### config.mk
export PLATFORM = sky130hd
export DESIGN_NAME = priority_encoder_8x3_flat
export DESIGN_NICKNAME = d
export VERILOG_FILES = /design/src/rtl/priority_encoder_pkg.sv /design/src/rtl/priority_encoder_8x3_if.sv /design/src/rtl/prio_sel8.sv /design/src/rtl/priority_encoder_8x3.sv /design/src/flat_wrapper.sv
export SDC_FILE = /design/constraint.sdc
export NUM_CORES = 1
export LEC_CHECK = 0
export ABC_AREA = 0
export CELL_PAD_IN_SITES_DETAIL_PLACEMENT = 0
export CELL_PAD_IN_SITES_GLOBAL_PLACEMENT = 1
export CORE_MARGIN = 2
export CORE_UTILIZATION = 28
export CTS_CLUSTER_SIZE = 30
export DETAILED_ROUTE_END_ITERATION = 10
export PLACE_DENSITY = 0.77
export SLEW_MARGIN = 20
export SYNTH_ARGS = -nofsm -noshare
export SYNTH_HDL_FRONTEND = slang
export SYNTH_SLANG_ARGS = --single-unit
### constraint.sdc
create_clock -name clk -period 1.8 [get_ports clk]
set_input_delay 0.54 -clock clk [delete_from_list [all_inputs] [get_ports clk]]
set_output_delay 0.54 -clock clk [all_outputs]
set_load 0.01 [all_outputs]
### src/rtl/priority_encoder_pkg.sv
`default_nettype none
// ============================================================================
// Module      : priority_encoder_pkg
// Description : Shared sizes, FSM state type and priority helpers for the
//               8-to-3 priority encoder.
// Revision    : 1.0 - initial release
// ============================================================================
package priority_encoder_pkg;

    localparam int N_REQ  = 8;
    localparam int CODE_W = 3;

    typedef enum logic [0:0] {
        ST_IDLE  = 1'b0,
        ST_VALID = 1'b1
    } state_t;

    // Return the index of the winning set bit.
    // lsb_first = 1: the lowest set index wins.
    // lsb_first = 0: the highest set index wins.
    // An all-zero vector returns 0; callers qualify the result with an
    // "any bit set" flag.
    function automatic logic [CODE_W-1:0] prio_to_bin(
        input logic [N_REQ-1:0] vec,
        input logic             lsb_first
    );
        logic [CODE_W-1:0] idx;
        idx = '0;
        if (lsb_first) begin
            // Scan downwards so that the last match is the lowest index.
            for (int i = N_REQ - 1; i >= 0; i--) begin
                if (vec[i]) idx = CODE_W'(i);
            end
        end else begin
            // Scan upwards so that the last match is the highest index.
            for (int i = 0; i < N_REQ; i++) begin
                if (vec[i]) idx = CODE_W'(i);
            end
        end
        return idx;
    endfunction

    // Convert a binary index into a one-hot line vector.
    function automatic logic [N_REQ-1:0] bin_to_onehot(input logic [CODE_W-1:0] code);
        return {{(N_REQ-1){1'b0}}, 1'b1} << code;
    endfunction

endpackage
`default_nettype wire

### src/rtl/priority_encoder_8x3_if.sv
`default_nettype none
// ============================================================================
// Module      : priority_encoder_8x3_if
// Description : Event, mask and code-handshake bundle for the priority
//               encoder.
//               master : drives req, mask, ovf_clr and out_ready;
//                        observes out_valid, out_code, pending and overflow.
//               slave  : the encoder side of the same bundle.
// Revision    : 1.0 - initial release
// ============================================================================
interface priority_encoder_8x3_if;
    import priority_encoder_pkg::*;

    logic [N_REQ-1:0]  req;
    logic [N_REQ-1:0]  mask;
    logic              ovf_clr;
    logic              out_ready;
    logic              out_valid;
    logic [CODE_W-1:0] out_code;
    logic [N_REQ-1:0]  pending;
    logic              overflow;

    modport master (
        output req, mask, ovf_clr, out_ready,
        input  out_valid, out_code, pending, overflow
    );

    modport slave (
        input  req, mask, ovf_clr, out_ready,
        output out_valid, out_code, pending, overflow
    );

endinterface
`default_nettype wire

### src/rtl/prio_sel8.sv
`default_nettype none
// ============================================================================
// Module      : prio_sel8
// Description : Combinational 8-line priority selector.
//   i_eligible : candidate lines
//   o_any      : at least one candidate line is set
//   o_index    : binary index of the winner (LSB_FIRST picks the direction)
// Revision    : 1.0 - initial release
// ============================================================================
module prio_sel8
    import priority_encoder_pkg::*;
#(
    parameter int LSB_FIRST = 1
) (
    input  wire logic [N_REQ-1:0]  i_eligible,
    output logic                   o_any,
    output logic [CODE_W-1:0]      o_index
);

    assign o_any   = |i_eligible;
    assign o_index = prio_to_bin(i_eligible, LSB_FIRST != 0);

endmodule
`default_nettype wire

### src/rtl/priority_encoder_8x3.sv
`default_nettype none
// ============================================================================
// Module      : priority_encoder_8x3
// Description : Captures event lines into a pending register and presents
//               the highest-priority unmasked pending line as a 3-bit code
//               on a valid/ready handshake. A sticky overflow flag records
//               events that hit a line that is already pending.
//   clk : rising-edge clock
//   rst : synchronous, active-high reset
//   bus : slave side of priority_encoder_8x3_if
//         (req, mask, ovf_clr, out_ready -> out_valid, out_code, pending,
//          overflow)
// Revision    : 1.0 - initial release
// ============================================================================
module priority_encoder_8x3
    import priority_encoder_pkg::*;
#(
    parameter int LSB_FIRST = 1
) (
    input  wire logic              clk,
    input  wire logic              rst,
    priority_encoder_8x3_if.slave  bus
);

    state_t            r_state;
    state_t            w_state_nxt;
    logic [CODE_W-1:0] r_code;
    logic [CODE_W-1:0] w_code_nxt;
    logic [N_REQ-1:0]  r_pending;
    logic [N_REQ-1:0]  w_pending_nxt;
    logic              r_overflow;
    logic              w_overflow_nxt;

    logic              w_accept;
    logic [N_REQ-1:0]  w_acc_bit;
    logic [N_REQ-1:0]  w_elig;
    logic              w_any;
    logic [CODE_W-1:0] w_sel;
    logic              w_ovf_set;

    // The presented code is consumed this cycle.
    assign w_accept  = (r_state == ST_VALID) && bus.out_ready;
    assign w_acc_bit = w_accept ? bin_to_onehot(r_code) : '0;

    // Clearing the accepted bit before ORing in req lets a new event on the
    // same line survive the accept.
    assign w_pending_nxt = (r_pending & ~w_acc_bit) | bus.req;

    // From IDLE only registered pending lines compete, which gives the
    // two-cycle req-to-valid latency. On an accept the reload looks at the
    // post-accept vector, so back-to-back codes need no idle cycle. Outside
    // those two cases the selector result is ignored.
    assign w_elig = w_accept ? (w_pending_nxt & ~bus.mask)
                             : (r_pending & ~bus.mask);

    prio_sel8 #(
        .LSB_FIRST (LSB_FIRST)
    ) u_prio_sel8 (
        .i_eligible (w_elig),
        .o_any      (w_any),
        .o_index    (w_sel)
    );

    // An event is lost when it lands on a line that is still pending and is
    // not being retired in the same cycle. Setting wins over clearing.
    assign w_ovf_set      = |(bus.req & r_pending & ~w_acc_bit);
    assign w_overflow_nxt = w_ovf_set | (r_overflow & ~bus.ovf_clr);

    always_comb begin
        w_state_nxt = r_state;
        w_code_nxt  = r_code;
        case (r_state)
            ST_IDLE: begin
                if (w_any) begin
                    w_state_nxt = ST_VALID;
                    w_code_nxt  = w_sel;
                end
            end
            ST_VALID: begin
                // The code stays frozen until it is accepted.
                if (w_accept) begin
                    if (w_any) begin
                        w_code_nxt = w_sel;
                    end else begin
                        w_state_nxt = ST_IDLE;
                    end
                end
            end
            default: begin
                w_state_nxt = ST_IDLE;
            end
        endcase
    end

    always_ff @(posedge clk) begin
        if (rst) begin
            r_state    <= ST_IDLE;
            r_code     <= '0;
            r_pending  <= '0;
            r_overflow <= 1'b0;
        end else begin
            r_state    <= w_state_nxt;
            r_code     <= w_code_nxt;
            r_pending  <= w_pending_nxt;
            r_overflow <= w_overflow_nxt;
        end
    end

    assign bus.out_valid = (r_state == ST_VALID);
    assign bus.out_code  = r_code;
    assign bus.pending   = r_pending;
    assign bus.overflow  = r_overflow;

endmodule
`default_nettype wire

### src/flat_wrapper.sv
// flat-port wrapper written by rule: the top's interface ports become plain ports
module priority_encoder_8x3_flat import priority_encoder_pkg::*;
#(
    parameter int LSB_FIRST = 1
)
  (clk, rst, bus_req, bus_mask, bus_ovf_clr, bus_out_ready, bus_out_valid, bus_out_code, bus_pending, bus_overflow);
  priority_encoder_8x3_if bus_i ();
  input  wire logic clk;
  input  wire logic rst;
  input wire logic [$bits(bus_i.req)-1:0] bus_req;
  input wire logic [$bits(bus_i.mask)-1:0] bus_mask;
  input wire logic [$bits(bus_i.ovf_clr)-1:0] bus_ovf_clr;
  input wire logic [$bits(bus_i.out_ready)-1:0] bus_out_ready;
  output wire logic [$bits(bus_i.out_valid)-1:0] bus_out_valid;
  output wire logic [$bits(bus_i.out_code)-1:0] bus_out_code;
  output wire logic [$bits(bus_i.pending)-1:0] bus_pending;
  output wire logic [$bits(bus_i.overflow)-1:0] bus_overflow;
  assign bus_i.req = bus_req;
  assign bus_i.mask = bus_mask;
  assign bus_i.ovf_clr = bus_ovf_clr;
  assign bus_i.out_ready = bus_out_ready;
  assign bus_out_valid = bus_i.out_valid;
  assign bus_out_code = bus_i.out_code;
  assign bus_pending = bus_i.pending;
  assign bus_overflow = bus_i.overflow;
  priority_encoder_8x3 #(.LSB_FIRST(LSB_FIRST)) u_core (.clk(clk), .rst(rst), .bus(bus_i));
endmodule
==> flow_metrics.env <==
export IMPL_design_core_area_mm2=0.00303
export IMPL_syn_to_final_growth_pct=93.0
export IMPL_required_ps=1950
export IMPL_outcome="complete, but fails checks"
export IMPL_syn_mean_instance_area_um2=8.23
export IMPL_htreeDepth=1
export IMPL_skew_ps=2.74
export IMPL_crit_slowest_cell="or4_4"
export IMPL_violations="negative setup slack"
export IMPL_ys_top_cells_by_area="dfxtp_1 29%, a31oi_1 5.6%, a21oi_1 5.1%"
export IMPL_yosysMostFrequentCell="dfxtp_1"
export IMPL_cpMostUsedCell="buf_6"
export IMPL_die_area_mm2=0.00364
export IMPL_grt_max_degree=10
export IMPL_place_gp_congestion=0.898
export IMPL_crit_family="simple AND/OR/NAND/NOR gates"
export IMPL_ys_flop_type="dfxtp_1"
export IMPL_synth_simple_area_share_pct=21.1
export IMPL_drt_initial_drc_count=27
export IMPL_synth_xor_area_share_pct=0
export IMPL_die_width_um=60.3
export IMPL_placed_cell_area_mm2=0.00146
export IMPL_tightest_slew_ps=287
export IMPL_clk_pin_slew_ps=80
export IMPL_numClockSinks=13
export IMPL_cts_root_buf="clkbuf_4"
export IMPL_setup_ws_ps=-159
export IMPL_rsz0062_at_grt="true"
export IMPL_ys_types=43
export IMPL_fp_row_count=20
export IMPL_tritoncts="done"
export IMPL_cts_made_buffers=3
export IMPL_synth_top_family_by_area="compound AO/OA/AOI/OAI gates"
export IMPL_drt_wirelength_per_cell_um=14.7
export IMPL_clock_latency_ps=280
export IMPL_yosysWarnings=0
export IMPL_synth_seq_cells=13
export IMPL_syn_inst=108
export IMPL_synthAdderAreaFrac_pct=0
export IMPL_wl_um=3380
export IMPL_relSlewSlack_pct=80.7
export IMPL_reg2reg_from="u_core.bus.out_code[2]$_SDFFE_PP0P_"
export IMPL_yosys_area_top_type_share_pct=29.3
export IMPL_cts_hold_buf=0
export IMPL_crit_start="u_core.bus.out_code[2]$_SDFFE_PP0P_"
export IMPL_end_kind="flop"
export IMPL_drtAntennaViolNets=0
export IMPL_fp_dieH_um=60.3
export IMPL_drive_above_1_share_pct=43.0
export IMPL_hold_viol_final=0
export IMPL_worst_path_largest_cell_delay_ps=510
export IMPL_hold_ws_ps=539
export IMPL_synth_compound_area_share_pct=41.5
export IMPL_synthTopCellsByCount="13 x dfxtp_1, 10 x nor2_1, 9 x a21oi_1, 9 x inv_1, 8 x a31oi_1"
export IMPL_synthesis_nets=128
export IMPL_grt_ovfl_total=0
export IMPL_vias=1169
export IMPL_async_reset_ff_share_pct=0
export IMPL_pin_count=33
export IMPL_fin_crit_ps=1960
export IMPL_cp_arrival_ps=2110
export IMPL_io_buffers=32
export IMPL_ys_seq_area_share_pct=29.3
export IMPL_max_clock_freq_mhz=511
export IMPL_start_util_pct=29.3
export IMPL_cp_start_kind="flop"
export IMPL_synth_edff_count=0
export IMPL_cts_max_path_buffers=2
export IMPL_n_antenna_cell=0
export IMPL_synth_top_cell_by_area="dfxtp_1"
export IMPL_grt_pass1_vias=1156
export IMPL_final_cell_area_mm2=0.00171
export IMPL_maxCapViolations=0
export IMPL_crit_type="flop to flop"
export IMPL_power_density_mw_per_mm2=578
export IMPL_synth_cell_area_um2=888
export IMPL_antenna_found_initial=0
export IMPL_worstHoldStart="u_core.bus.pending[7]$_SDFF_PP0_"
export IMPL_hp_class="flop to flop"
export IMPL_grt_pass1_wl_um=5260
export IMPL_synthMuxAreaShare_pct=0
export IMPL_fin_util_pct=56.6
export IMPL_p_leak_nw=0.789
export IMPL_ir_worst_vdd_mv=0.243
export IMPL_via_per_inst=5.08
export IMPL_nNetsFinal=207
export IMPL_drv_slew=0
export IMPL_route_detailed_drc=0
export IMPL_drt_pass1_iter_count=4
export IMPL_period_share_pct=109
export IMPL_path_max_fanout=4
export IMPL_hpwl_um=2500
export IMPL_setup_viol=5
export IMPL_crit_path_cell_trace="buf_6 -> or2_1 -> o211a_1 -> or4_4 -> buf_6 -> o21ai_1 -> a221oi_1"
export IMPL_grt_usage_pct=19.5
export IMPL_crit_buf_inv=2
final cells by class:
class                      instances  area [um^2]
inverter                           9         33.8
clock buffer                       4         26.3
timing repair buffer              80          687
sequential                        13          275
fill                             283         1310
tap                               44         55.1
multi-input combinational         80          637
where the power goes:
group          internal [mW]  switching [mW]  total [mW]
combinational          0.259           0.195       0.454
clock                 0.0859          0.0967       0.183
sequential             0.318          0.0367       0.355
per-layer routing:
layer	share of wire (%)	global-route usage, %	up-vias
li1	-	-	569
met1	41	22.6	555
met2	51	34.9	39
met3	6.4	4.11	6
met4	1.8	7.30	0
met5	0	0	-
worst reg2reg max path, cell delays in order (launching register included):
cell and delay [ps]:
dfxtp_4 370, buf_6 130, or2_1 230, o211a_1 240, or4_4 510, buf_6 140
o21ai_1 120, a221oi_1 90
sequential cells by signal, summed over array words and instances, names as in the netlist:
signal and cells:
u_core.bus.overflow 1, u_core.bus.out_valid 1, u_core.bus.pending 8, u_core.bus.out_code 3
worst paths after layout:
path | endpoint | slack (ps) | depth (start not counted)
setup reg to reg | u_core.bus.out_code[1]$_SDFFE_PP0P_ | -160 | 7
hold / removal | u_core.bus.pending[7]$_SDFF_PP0_ | 540 | 2
hold reg to reg | u_core.bus.pending[7]$_SDFF_PP0_ | 540 | 2
setup / recovery | u_core.bus.out_code[1]$_SDFFE_PP0P_ | -160 | 7
metrics by stage:
step	power [mW]	std cells	setup TNS [ps]	setup slack, ps
2_1_floorplan	0.525	108	-170	-122
3_3_place_gp	0.739	209	-3560	-770
3_5_place_dp	0.744	209	-3910	-848
4_1_cts	0.977	225	-566	-150
5_1_grt	1.06	230	-762	-188
6_report	0.991	230	-549	-159
cells by family (layout without fill, tap and decap cells):
group / after synthesis / count (layout)
AND/OR/NAND/NOR: 31 / 31
buffers and inverters: 15 / 93
flip-flops: 13 / 13
AO/OA/AOI/OAI: 49 / 49
placed cells by master (no fill, tap or decap), types with 2 or more instances in the layout:
master | Yosys | routed
dfxtp_1 | 13 | 7
dfxtp_4 | 0 | 3
buf_6 | 1 | 3
o21bai_1 | 3 | 3
clkbuf_4 | 0 | 3
a31oi_2 | 0 | 2
a311oi_2 | 1 | 2
o21ai_0 | 6 | 5
nor2_1 | 10 | 9
nand2b_1 | 2 | 2
buf_4 | 1 | 45
dfxtp_2 | 0 | 3
o22ai_1 | 2 | 2
and2_1 | 2 | 2
a21boi_0 | 2 | 2
a31oi_1 | 8 | 5
a21oi_1 | 9 | 9
inv_1 | 9 | 9
a211oi_2 | 0 | 4
dlymetal6s2s_1 | 0 | 5
dlygate4sd2_1 | 0 | 10
nand2_1 | 3 | 3
clkdlybuf4s50_1 | 0 | 15
a221oi_1 | 3 | 3
repair_timing:
item                                   CTS  global route
setup endpoints to repair                9             9
endpoints found under the hold margin    0             0
cloned                                   0             0
setup buffers                           12             5
pin swaps                               12             6
resized for setup                       41             8
(Power assumes the default switching activity.)
